[src/rtl/uart_rx_controller.sv]
// -----------------------------------------------------------------------------
// uart_rx_controller
//
// Control and buffering layer that sits between a host and a UART receiver
// core. It sequences the receiver through a configuration handshake
// (IDLE -> LOAD -> SETTLE -> RUN), buffers good bytes in a small receive
// FIFO, tracks dropped bytes with a sticky overrun flag, and optionally
// counts framing and parity errors.
//
// Optional feature:
//   UART_RXC_ERR_COUNT_EN  -- when defined, ferr_count / perr_count are
//                             saturating 8-bit error counters. When not
//                             defined, both ports are tied to 8'h00.
//
// Parameters:
//   FIFO_DEPTH       receive FIFO entries, power of two in 2..16 (default 4)
//
// Ports:
//   clk              system clock, all logic on its rising edge
//   reset            synchronous active-high reset
//   cfg_enable       host request to run the receiver
//   cfg_baud_select  requested baud code
//   baud_select      baud code applied to the receiver (changes only in LOAD)
//   RX_EN            receiver enable, high only in RUN
//   Rx_DATA          received byte, qualified by Rx_VALID
//   Rx_VALID         one-cycle pulse, good frame
//   Rx_FERROR        one-cycle pulse, framing error
//   Rx_PERROR        one-cycle pulse, parity error
//   out_data         FIFO head byte (8'h00 when empty)
//   out_valid        FIFO non-empty
//   out_ready        consumer accepts the head byte
//   fifo_count       FIFO occupancy, 0..FIFO_DEPTH
//   overrun          sticky: a good byte was dropped because the FIFO was full
//   err_clear        one-cycle pulse; clears overrun and error counters
//   ferr_count       saturating framing-error counter
//   perr_count       saturating parity-error counter
// -----------------------------------------------------------------------------
module uart_rx_controller #(
  parameter int FIFO_DEPTH = 4
) (
  input  logic                          clk,
  input  logic                          reset,
  input  logic                          cfg_enable,
  input  logic [2:0]                    cfg_baud_select,
  output logic [2:0]                    baud_select,
  output logic                          RX_EN,
  input  logic [7:0]                    Rx_DATA,
  input  logic                          Rx_VALID,
  input  logic                          Rx_FERROR,
  input  logic                          Rx_PERROR,
  output logic [7:0]                    out_data,
  output logic                          out_valid,
  input  logic                          out_ready,
  output logic [$clog2(FIFO_DEPTH):0]   fifo_count,
  output logic                          overrun,
  input  logic                          err_clear,
  output logic [7:0]                    ferr_count,
  output logic [7:0]                    perr_count
);

  localparam int PTR_W = $clog2(FIFO_DEPTH);
  localparam int CNT_W = PTR_W + 1;
  localparam logic [CNT_W-1:0] FULL_COUNT = CNT_W'(FIFO_DEPTH);

  // ---------------------------------------------------------------------------
  // Configuration sequencer
  // ---------------------------------------------------------------------------
  typedef enum logic [1:0] {
    IDLE   = 2'd0,
    LOAD   = 2'd1,
    SETTLE = 2'd2,
    RUN    = 2'd3
  } state_t;

  state_t state;
  logic   settle_cnt;   // 0 = first SETTLE cycle, 1 = second (last) one

  // NOTE: sequential state is always written with non-blocking assignments so
  // every register samples the pre-edge values of its neighbours.
  always_ff @(posedge clk) begin
    if (reset) begin
      state       <= IDLE;
      settle_cnt  <= 1'b0;
      RX_EN       <= 1'b0;
      baud_select <= 3'b000;
    end else begin
      case (state)
        IDLE: begin
          RX_EN <= 1'b0;
          if (cfg_enable) state <= LOAD;
        end

        LOAD: begin
          // The only place the applied baud code may change.
          baud_select <= cfg_baud_select;
          settle_cnt  <= 1'b0;
          RX_EN       <= 1'b0;
          state       <= cfg_enable ? SETTLE : IDLE;
        end

        SETTLE: begin
          if (!cfg_enable) begin
            state <= IDLE;
            RX_EN <= 1'b0;
          end else if (settle_cnt) begin
            // RX_EN is registered together with the state so it is high in
            // exactly the cycles the FSM is in RUN.
            state <= RUN;
            RX_EN <= 1'b1;
          end else begin
            settle_cnt <= 1'b1;
          end
        end

        RUN: begin
          if (!cfg_enable) begin
            state <= IDLE;
            RX_EN <= 1'b0;
          end else if (cfg_baud_select != baud_select) begin
            state <= LOAD;
            RX_EN <= 1'b0;
          end
        end

        default: begin
          state <= IDLE;
          RX_EN <= 1'b0;
        end
      endcase
    end
  end

  // Receiver events are only honoured in RUN cycles that are not themselves
  // exiting RUN, so a pulse arriving in the exit cycle is dropped as well.
  logic run_active;
  assign run_active = (state == RUN) && cfg_enable &&
                      (cfg_baud_select == baud_select);

  // ---------------------------------------------------------------------------
  // Receive FIFO
  // ---------------------------------------------------------------------------
  logic [7:0]       mem [FIFO_DEPTH];
  logic [PTR_W-1:0] wr_ptr;
  logic [PTR_W-1:0] rd_ptr;
  logic [CNT_W-1:0] count;

  logic full;
  logic push_req;
  logic push_ok;
  logic pop;

  assign full      = (count == FULL_COUNT);
  assign out_valid = (count != '0);
  assign pop       = out_valid && out_ready;

  // A byte flagged with any error in the same cycle is never stored.
  assign push_req  = run_active && Rx_VALID && !Rx_FERROR && !Rx_PERROR;

  // A same-cycle pop frees the slot, so push succeeds even when full.
  assign push_ok   = push_req && (!full || pop);

  // NOTE: the storage array carries no reset; emptiness is tracked purely by
  // the pointers and count, so stale contents are never visible.
  always_ff @(posedge clk) begin
    if (push_ok) mem[wr_ptr] <= Rx_DATA;
  end

  always_ff @(posedge clk) begin
    if (reset) begin
      wr_ptr <= '0;
      rd_ptr <= '0;
      count  <= '0;
    end else begin
      // FIFO_DEPTH is a power of two, so natural pointer overflow is the
      // modulo-FIFO_DEPTH wrap.
      if (push_ok) wr_ptr <= wr_ptr + PTR_W'(1);
      if (pop)     rd_ptr <= rd_ptr + PTR_W'(1);

      case ({push_ok, pop})
        2'b10:   count <= count + CNT_W'(1);
        2'b01:   count <= count - CNT_W'(1);
        default: count <= count;
      endcase
    end
  end

  // Head byte is masked while empty so it reads 8'h00 after reset without
  // having to clear the storage array.
  assign out_data   = out_valid ? mem[rd_ptr] : 8'h00;
  assign fifo_count = count;

  // ---------------------------------------------------------------------------
  // Overrun flag: err_clear wins over a same-cycle drop, which is then lost.
  // ---------------------------------------------------------------------------
  always_ff @(posedge clk) begin
    if (reset) begin
      overrun <= 1'b0;
    end else if (err_clear) begin
      overrun <= 1'b0;
    end else if (push_req && full && !pop) begin
      overrun <= 1'b1;
    end
  end

  // ---------------------------------------------------------------------------
  // Error counters
  // ---------------------------------------------------------------------------
`ifdef UART_RXC_ERR_COUNT_EN
  logic [7:0] ferr_q;
  logic [7:0] perr_q;

  always_ff @(posedge clk) begin
    if (reset) begin
      ferr_q <= 8'h00;
      perr_q <= 8'h00;
    end else if (err_clear) begin
      ferr_q <= 8'h00;
      perr_q <= 8'h00;
    end else begin
      // Both flags together bump both counters; each holds at 8'hFF.
      if (run_active && Rx_FERROR && (ferr_q != 8'hFF)) ferr_q <= ferr_q + 8'd1;
      if (run_active && Rx_PERROR && (perr_q != 8'hFF)) perr_q <= perr_q + 8'd1;
    end
  end

  assign ferr_count = ferr_q;
  assign perr_count = perr_q;
`else
  assign ferr_count = 8'h00;
  assign perr_count = 8'h00;
`endif

endmodule

[config.mk]
export PLATFORM = sky130hd
export DESIGN_NAME = uart_rx_controller
export DESIGN_NICKNAME = d
export VERILOG_FILES = /design/src/rtl/uart_rx_controller.sv
export SDC_FILE = /design/constraint.sdc
export NUM_CORES = 1
export LEC_CHECK = 0
export ABC_AREA = 1
export BUFFER_PORTS_ARGS = -buffer_cell sky130_fd_sc_hd__buf_4
export CORE_MARGIN = 2
export CORE_UTILIZATION = 53
export CTS_CLUSTER_DIAMETER = 150
export CTS_CLUSTER_SIZE = 40
export DETAILED_ROUTE_END_ITERATION = 6
export GPL_TIMING_DRIVEN = 0
export PLACE_DENSITY = 0.79
export SYNTH_ARGS = -nofsm -noshare
export SYNTH_HDL_FRONTEND = slang
export SYNTH_SLANG_ARGS = --single-unit
[constraint.sdc]
create_clock -name clk -period 1.91 [get_ports clk]
set_input_delay 0.0955 -clock clk [delete_from_list [all_inputs] [get_ports clk]]
set_output_delay 0.0955 -clock clk [all_outputs]
set_load 0.1 [all_outputs]
==> metrics.txt, run 1 <==
outcome=completed; total power=0.00465 W; Hold Vio Cnt, Final=0; clock skew=8.87 ps; area delta synth->final=36.9%; CP Launch Point=baud_select[2]; FF+latch count, synth=49; Slowest cell on crit path=dfxtp_4; Final #Nets=329; fmax=543 MHz; post-route ant nets=0; initial antenna violation count=0; Seq/Total Area, Yosys=56.9%; Setup CP Type=reg -> reg; Reg-to-Reg End=fifo_count[2]; max-cap violations=0; Seq pwr share=27.1%; CTS sink cnt=49; switching part of the total power=51.4%; area post-placement=2820 µm²; die area=4850 µm²; Clk pwr share=15.8%; Routed WL=4500 µm; Fin Setup TNS=0 ps; Avg WL per Cell=12.6 µm; Vias/cell=4.75; post-layout min period=1840 ps; P_int=0.00226 W; crit-path most repeated cell=nand2_4; first-pass GRT wire length=6800 µm; Tightest Pin Transition=515 ps; Mapped Area=2290 µm²; average cell area after synthesis=9.69 µm²; Ports=52; GP Congestion=0.786; CP Max Fanout=4; CP startpoint kind=flip-flop; Yosys warnings=0; starting density of the core=55.9%; DRT iter0 DRCs=38; critical-path cell list=inv_2, nand2_1, nand2_2, nor2_4, nand2_4, inv_4, nand2_4, nand2_4, inv_4, fa_2, nand4_1, nand3_2, nand2_1, nor2_1; Port Buffer Count=35; largest net degree at the start of global routing=17; fin worst setup slack=66.8 ps; Top delay family on crit path=simple AND/OR/NAND/NOR gates; FP Rows=23; Critical Path End=fifo_count[2]; Clock Pin Slew Worst Setup and Hold Paths=90 ps; clk buf depth=2; CP Data Required Time=2110 ps; arrival time worst endpoint=2040 ps; Core Region=4090 µm²; hpwl dp=2910 µm; Logic pwr share=57.1%; pre-CTS WS=92.5 ps; worst path buffer plus inverter count=3; Die Ht=69.7 µm; root buf cell=clkbuf_8; DR vias=1691; Hold Path Class=in -> reg; fin crit share=96.5%; Syn Inst Count=236; hold path cells=3; # H-tree levels=2; final hold slack=46.7 ps; reg2reg setup slack=70 ps; Synth cell types=33; Worst-Skew Late Latency=310 ps; TritonCTS buffer count=5; DRC viols=0; Global Route Usage Sum=18.3%; cells on worst reg2reg path=14; Sw Pwr=0.00239 W; GR Overflow Total=0; vias in the first global route=1503; delay of the slowest cell on the worst path=370 ps; commonest non-fill, non-tap cell in the layout=buf_4; CTS tree=done; RSZ-0062 raised after global routing=true; Worst slew margin=65.7%; R2R Path Start=baud_select[2]; share of post-route cells with drive strength above 1=39.5%; Final setup viols=0; Die W=69.7 µm; Pwr per Cell Area=1490 nW/µm²; Pleak=1.34 nW; # diodes=0; highest ir drop seen on vdd=1.81 mV; Crit. End Element=flip-flop; Detailed Routing Iterations Pass 1=4; most frequent cells in the layout=buf_4, nor2_1, edfxtp_1, inv_1, conb_1; Crit path depth=14; Slew Viols, Final=0; Final Cell Area=3130 µm²
-- flip-flops by register name, summed over array words and instances (netlist names), named ones only --
signal       count
baud_select      3
rd_ptr           2
wr_ptr           2
state            2
settle_cnt       1
overrun          1
RX_EN            1
mem             32
fifo_count       3
-- Yosys cell counts --
master	number	area share, %
nor2_1	46	7.6
nand3_1	3	0.66
nand4_1	1	0.27
nand2_4	4	2.0
inv_1	24	3.9
nand3_2	1	0.44
clkinv_1	1	0.16
inv_4	1	0.27
nand2_1	16	2.6
o21ai_1	6	1.3
conb_1	1	0.16
ha_1	4	2.2
a211oi_1	1	0.33
inv_2	5	0.82
nor2_8	1	0.88
buf_4	16	5.3
fa_1	1	0.88
a21oi_1	19	4.2
buf_2	2	0.44
dfxtp_1	17	15
nor2_2	2	0.55
nor3_1	1	0.22
a21oi_2	1	0.38
o21a_1	1	0.33
o31ai_1	1	0.33
clkbuf_1	2	0.33
o21ai_0	17	3.7
nor2_4	2	0.99
nand2_2	4	1.1
clkinv_2	1	0.22
nand3b_1	1	0.33
nor4_1	1	0.27
edfxtp_1	32	42
-- tightest hold or removal path: cells and delay by family --
family                 cells  cell delay, ps
AO/OA/AOI/OAI              1              50
buffers and inverters      2             170
-- metal layers --
metal  global-route usage [%]  wire [µm]  vias up
li1                         -          -      872
met1                     21.6       1820      759
met2                     30.9       2310       50
met3                     4.94        264       10
met4                     8.55        110        0
met5                        0          0        -
-- timing repair --
item,in CTS,in global routing
hold endpoints to repair,34,0
buffers inserted,0,3
resized for setup,9,23
pin swaps,0,12
hold buffers,10,0
endpoints found under the setup margin,8,9
-- power groups by stage --
stage	Combinational, W	Sequential (W)	Clock, W
detailed placement	0.00247	0.00128	0
finish	0.00266	0.00126	0.000734
global placement	0.00244	0.00128	0
global route	0.00277	0.00127	0.000779
CTS	0.00256	0.00126	0.000749
floorplan	0.00183	0.00150	0
-- cell families (layout without fill, tap and decap cells) --
kind of cell | after synthesis | count (layout) | share of synthesized area (%)
simple gates | 83 | 83 | 17.8
other cells | 1 | 16 | 0.164
flops | 49 | 49 | 56.9
fa+ha+maj | 5 | 5 | 3.07
compound gates | 46 | 46 | 10.6
buf+inv | 52 | 107 | 11.4
-- stage by stage --
| step | util (%) | std cells |
|---|---|---|
| final | 76.6 | 356 |
| after global routing | 76.6 | 356 |
| after CTS | 74.9 | 353 |
| after detailed placement | 69.1 | 336 |
| after global placement | 69.1 | 336 |
| after floorplan | - | 251 |
-- cell type report --
cell class	instances	area, µm²
Buffer	19	144
Clock buffer	5	68.8
Clock inverter	3	43.8
Fill cell	287	956
Inverter	32	134
Multi-Input combinational cell	150	932
Sequential cell	49	1330
Tap cell	50	62.6
Timing Repair Buffer	48	419
-- worst min path at each step --
stage                             from        endpoint  slack (ps)
global route                cfg_enable        state[0]          50
finish              cfg_baud_select[2]  baud_select[2]          50
floorplan                        reset      settle_cnt         160
global placement             err_clear         overrun         260
CTS                 cfg_baud_select[0]  baud_select[0]          40
detailed placement           err_clear         overrun         260
Note: power is estimated with default switching activity, not from simulation.
==> inputs of run 2 (changes only) <==
Settings changed: CTS_BUF_LIST from default to sky130_fd_sc_hd__clkbuf_4 sky130_fd_sc_hd__clkbuf_8 sky130_fd_sc_hd__clkbuf_16.
Clock period 1.91 ns to 1.73 ns, I/O delays scaled along.
==> metrics.txt, run 2 (synthesized netlist as in run 1, its figures left out) <==
outcome=finished with violations; failing checks=setup timing; TritonCTS buffer count=5 (unchanged); # diodes=0 (unchanged); hpwl dp=3040 µm (+4.3%); Crit. End Element=flip-flop; Setup CP Type=reg -> reg; DRT iter0 DRCs=92 (+140%); share of post-route cells with drive strength above 1=44.2% (+4.7 points); arrival time worst endpoint=1970 ps (-70 ps); GP Congestion=0.779 (-0.87%); CTS sink cnt=49 (unchanged); Final setup viols=1 (+1); post-layout min period=1770 ps (-76.2 ps); Worst slew margin=66.8% (+1.1 points); GR Overflow Total=0 (unchanged); Slew Viols, Final=0 (unchanged); CP Data Required Time=1940 ps (-170 ps); largest net degree at the start of global routing=16 (-1); clk buf depth=2 (unchanged); Global Route Usage Sum=21.1% (+2.8 points); clock skew=3.97 ps (-4.90 ps); highest ir drop seen on vdd=2.23 mV (+23%); max-cap violations=0 (unchanged); Routed WL=5530 µm (+23%); DRC viols=0 (unchanged); Port Buffer Count=35 (unchanged); fin worst setup slack=-36.9 ps (-104 ps); post-route ant nets=0 (unchanged); fmax=566 MHz (+4.3%); RSZ-0062 raised after global routing=true; CP startpoint kind=flip-flop; Pwr per Cell Area=1650 nW/µm² (+11%); Largest register FFs=32 (unchanged); die area=4850 µm² (unchanged); vias in the first global route=1715 (+14%); Final Cell Area=3360 µm² (+7.3%); Ports=52 (unchanged); fin crit share=102% (+5.6 points); Worst-Skew Late Latency=310 ps (about the same); area delta synth->final=46.9%; CTS tree=done; FP Rows=23 (unchanged); Biggest register=mem; Clock Pin Slew Worst Setup and Hold Paths=90 ps (about the same); Detailed Routing Iterations Pass 1=5 (+1); Avg WL per Cell=15.0 µm (+19%); Die W=69.7 µm (unchanged); most frequent cells in the layout=buf_4, nor2_1, edfxtp_1, inv_1, conb_1; Die Ht=69.7 µm (unchanged); root buf cell=clkbuf_8; # H-tree levels=2 (unchanged); Core Region=4090 µm² (unchanged); DR vias=1850 (+9.4%); final core utilization=82.2% (+5.6 points); first-pass GRT wire length=7930 µm (+17%); Hold Vio Cnt, Final=0 (unchanged); Final #Nets=342 (+4.0%); area post-placement=2850 µm² (+0.84%); CP Max Fanout=4 (unchanged); commonest non-fill, non-tap cell in the layout=buf_4; Tightest Pin Transition=496 ps (-18.2 ps); initial antenna violation count=0 (unchanged); Hold Path Class=in -> reg; Pleak=1.43 nW (+6.6%); starting density of the core=55.9% (unchanged); Vias/cell=5.01 (+5.5%)
run 2: cell types whose count changed in the layout (fill, tap and decap cells not counted), sizes merged:
| cell | delta |
|---|---|
| buf | +14 |
| inv | -3 |
| clkinv | +1 |
| clkinvlp | +1 |
run 2: power breakdown:
part	leakage, nW	internal (W)	switching [W]
Clock	0.0588	0.000450	0.000393
Sequential	0.432	0.00132	0.0000819
Combinational	0.935	0.00102	0.00229
Total	1.43	0.00280	0.00276
run 2: cell type report:
class                      instances  area, µm²
clock buffer                       6       76.3
buffer                            19        158
multi-input combinational        150        981
sequential                        49       1330
clock inverter                     2       38.8
fill                             214        728
tap                               50       62.6
timing repair buffer              61        572
inverter                          32        140
run 2: routing by layer:
layer	GRT usage, %	vias to the layer above	part of all wire, %
li1	-	906	-
met1	24.6	861	38
met2	37.4	71	53
met3	4.51	12	5.6
met4	8.76	0	2.6
met5	0	-	0
run 2: worst max-delay path, stage by stage (launching register included):
cell and delay, ps:
dfxtp_4 360, nand2_1 100, nand2_2 80, nor2_4 130, nand2_4 70, clkinv_4 60
nand2_4 50, nand2_4 70, inv_4 30, fa_2 350, inv_2 90, nand3_4 70
a21oi_2 150, nor2_1 60
run 2: final timing paths:
kind / to / cells past startpoint / slack, ps / startpoint
max: fifo_count[2] / 13 / -40 / baud_select[0]
min reg2reg: rd_ptr[0] / 1 / 490 / rd_ptr[0]
max reg2reg: fifo_count[2] / 13 / -40 / baud_select[0]
min: baud_select[0] / 3 / 40 / cfg_baud_select[0]
run 2: repair_timing:
action | in CTS | in global routing
pin swaps | 10 | 8
hold buffers | 10 | 0
gates resized for setup | 41 | 16
buffers inserted | 7 | 9
endpoints found under the hold margin | 34 | 0
setup endpoints to repair | 9 | 42
run 2: through the flow:
step                      cells  hold slack, ps  TNS [ps]  setup WS (ps)  total power (W)
after global placement      336             255      -362          -64.1          0.00411
after detailed placement    336             265      -416          -90.3          0.00415
after floorplan             251             156     -1810           -182          0.00367
after CTS                   360            40.7         0          0.106          0.00539
after global routing        369            54.6     -1240           -113          0.00574
final                       369            43.3     -36.9          -36.9          0.00556
==> inputs of run 3 (changes only) <==
Clock period 1.73 ns to 1.8 ns, I/O delays scaled along.
==> metrics.txt, run 3 (synthesized netlist as in run 1, its figures left out) <==
# diodes=0 (unchanged); Final setup viols=0 (-1); DR vias=1728 (-6.6%); GR Overflow Total=0 (unchanged); Hold Path Class=in -> reg; DRC viols=0 (unchanged); starting density of the core=55.9% (unchanged); CTS tree=done; Die W=69.7 µm (unchanged); Avg WL per Cell=12.3 µm (-18%); share of post-route cells with drive strength above 1=40.2% (-4.0 points); final core utilization=78.4% (-3.8 points); TritonCTS buffer count=5 (unchanged); GP Congestion=0.783 (+0.50%); CP startpoint kind=flip-flop; Slew Viols, Final=0 (unchanged); Largest register FFs=32 (unchanged); highest ir drop seen on vdd=1.41 mV (-37%); FP Rows=23 (unchanged); arrival time worst endpoint=1650 ps (-320 ps); Worst-Skew Late Latency=300 ps (about the same); Setup CP Type=reg -> out; first-pass GRT wire length=7160 µm (-9.8%); clock skew=6.03 ps (+2.06 ps); Clock Pin Slew Worst Setup and Hold Paths=90 ps (about the same); # fillers=259 (+21%); fin crit share=96.5%; Global Route Usage Sum=18.6% (-2.4 points); largest net degree at the start of global routing=17 (+1); hpwl dp=2950 µm (-2.8%); Biggest register=mem; initial antenna violation count=0 (unchanged); Detailed Routing Iterations Pass 1=4 (-1); die area=4850 µm² (unchanged); post-route ant nets=0 (unchanged); CP Max Fanout=9 (+5); Tightest Pin Transition=499 ps (+2.54 ps); cells on worst reg2reg path=14 (+1); Routed WL=4380 µm (-21%); Pwr per Cell Area=1600 nW/µm² (-3.2%); Die Ht=69.7 µm (unchanged); root buf cell=clkbuf_8; fmax=576 MHz; Final #Nets=329 (-3.8%); most frequent cells in the layout=buf_4, nor2_1, edfxtp_1, inv_1, conb_1; Pleak=1.35 nW (-5.1%); CTS sink cnt=49 (unchanged); hold path cells=2 (-1); post-layout min period=1740 ps; Worst slew margin=66.6% (-0.17 points); Hold Vio Cnt, Final=0 (unchanged); max-cap violations=0 (unchanged); Crit. End Element=output pin; vias in the first global route=1686 (-1.7%); commonest non-fill, non-tap cell in the layout=buf_4; Core Region=4090 µm² (unchanged); Vias/cell=4.85 (-3.2%); outcome=completed; FF+latch area=1330 µm² (-0.28%); # H-tree levels=2 (unchanged); Ports=52 (unchanged); clk buf depth=2 (unchanged); area delta synth->final=40.2%; Port Buffer Count=35 (unchanged); DRT iter0 DRCs=41 (-55%); Post-Layout Cell Count=356 (-3.5%); CP Data Required Time=1710 ps (-230 ps); footprint of the multi-input gates=961 µm² (-2.0%); Post-Place Cells=336 (unchanged)
==> run 3: worst paths after layout <==
check | from | end | slack (ps)
setup reg to reg | baud_select[1] | fifo_count[2] | 70
setup / recovery | flip-flop | out_data[3] | 60
hold / removal | reset | settle_cnt | 4
hold reg to reg | rd_ptr[1] | flip-flop | 480
==> run 3: layer usage <==
metal	track usage (%)	vias to the layer above	routed length (µm)	share of wire, %
met2	32.5	46	2260	52
met5	0	-	0	0
met1	21.5	796	1800	41
met3	4.51	9	243	5.5
li1	-	877	-	-
met4	8.76	0	85	1.9
==> run 3: critical path, stage by stage (launching register included) <==
cell     delay, ps
dfxtp_2        450
inv_1          220
nor2_1         180
o21ai_1        120
a21oi_4        140
buf_6          230
==> run 3: metrics by stage <==
step                      setup WS [ps]  cell area [µm²]  hold slack (ps)  TNS (ps)  total power (W)
final                              63.8             3200             4.15         0          0.00513
after global routing              -23.2             3200            -1.57     -43.3          0.00532
after CTS                         0.868             3100             2.39         0          0.00488
after detailed placement          -56.9             2850              260      -134          0.00400
after global placement             18.5             2850              256         0          0.00396
after floorplan                    -112             2530              159      -956          0.00353
==> run 3: power by group <==
| group | switching (W) | internal [W] |
|---|---|---|
| registers | 0.0000728 | 0.00127 |
| logic | 0.00214 | 0.000874 |
| clock network | 0.000361 | 0.000416 |
==> run 3: repair_timing <==
action,in CTS,in global routing
endpoints found under the setup margin,9,17
hold buffers,9,0
buffers inserted,1,3
gates resized for setup,21,20
endpoints found under the hold margin,33,0
pin swaps,1,7
==> run 3: final cells by class <==
type	instances	area share (%)
inverter	32	4.26
sequential	49	41.4
tap	50	1.95
timing repair buffer	48	14.3
clock inverter	3	1.37
multi-input combinational	150	30.0
clock buffer	5	2.15
buffer	19	4.57
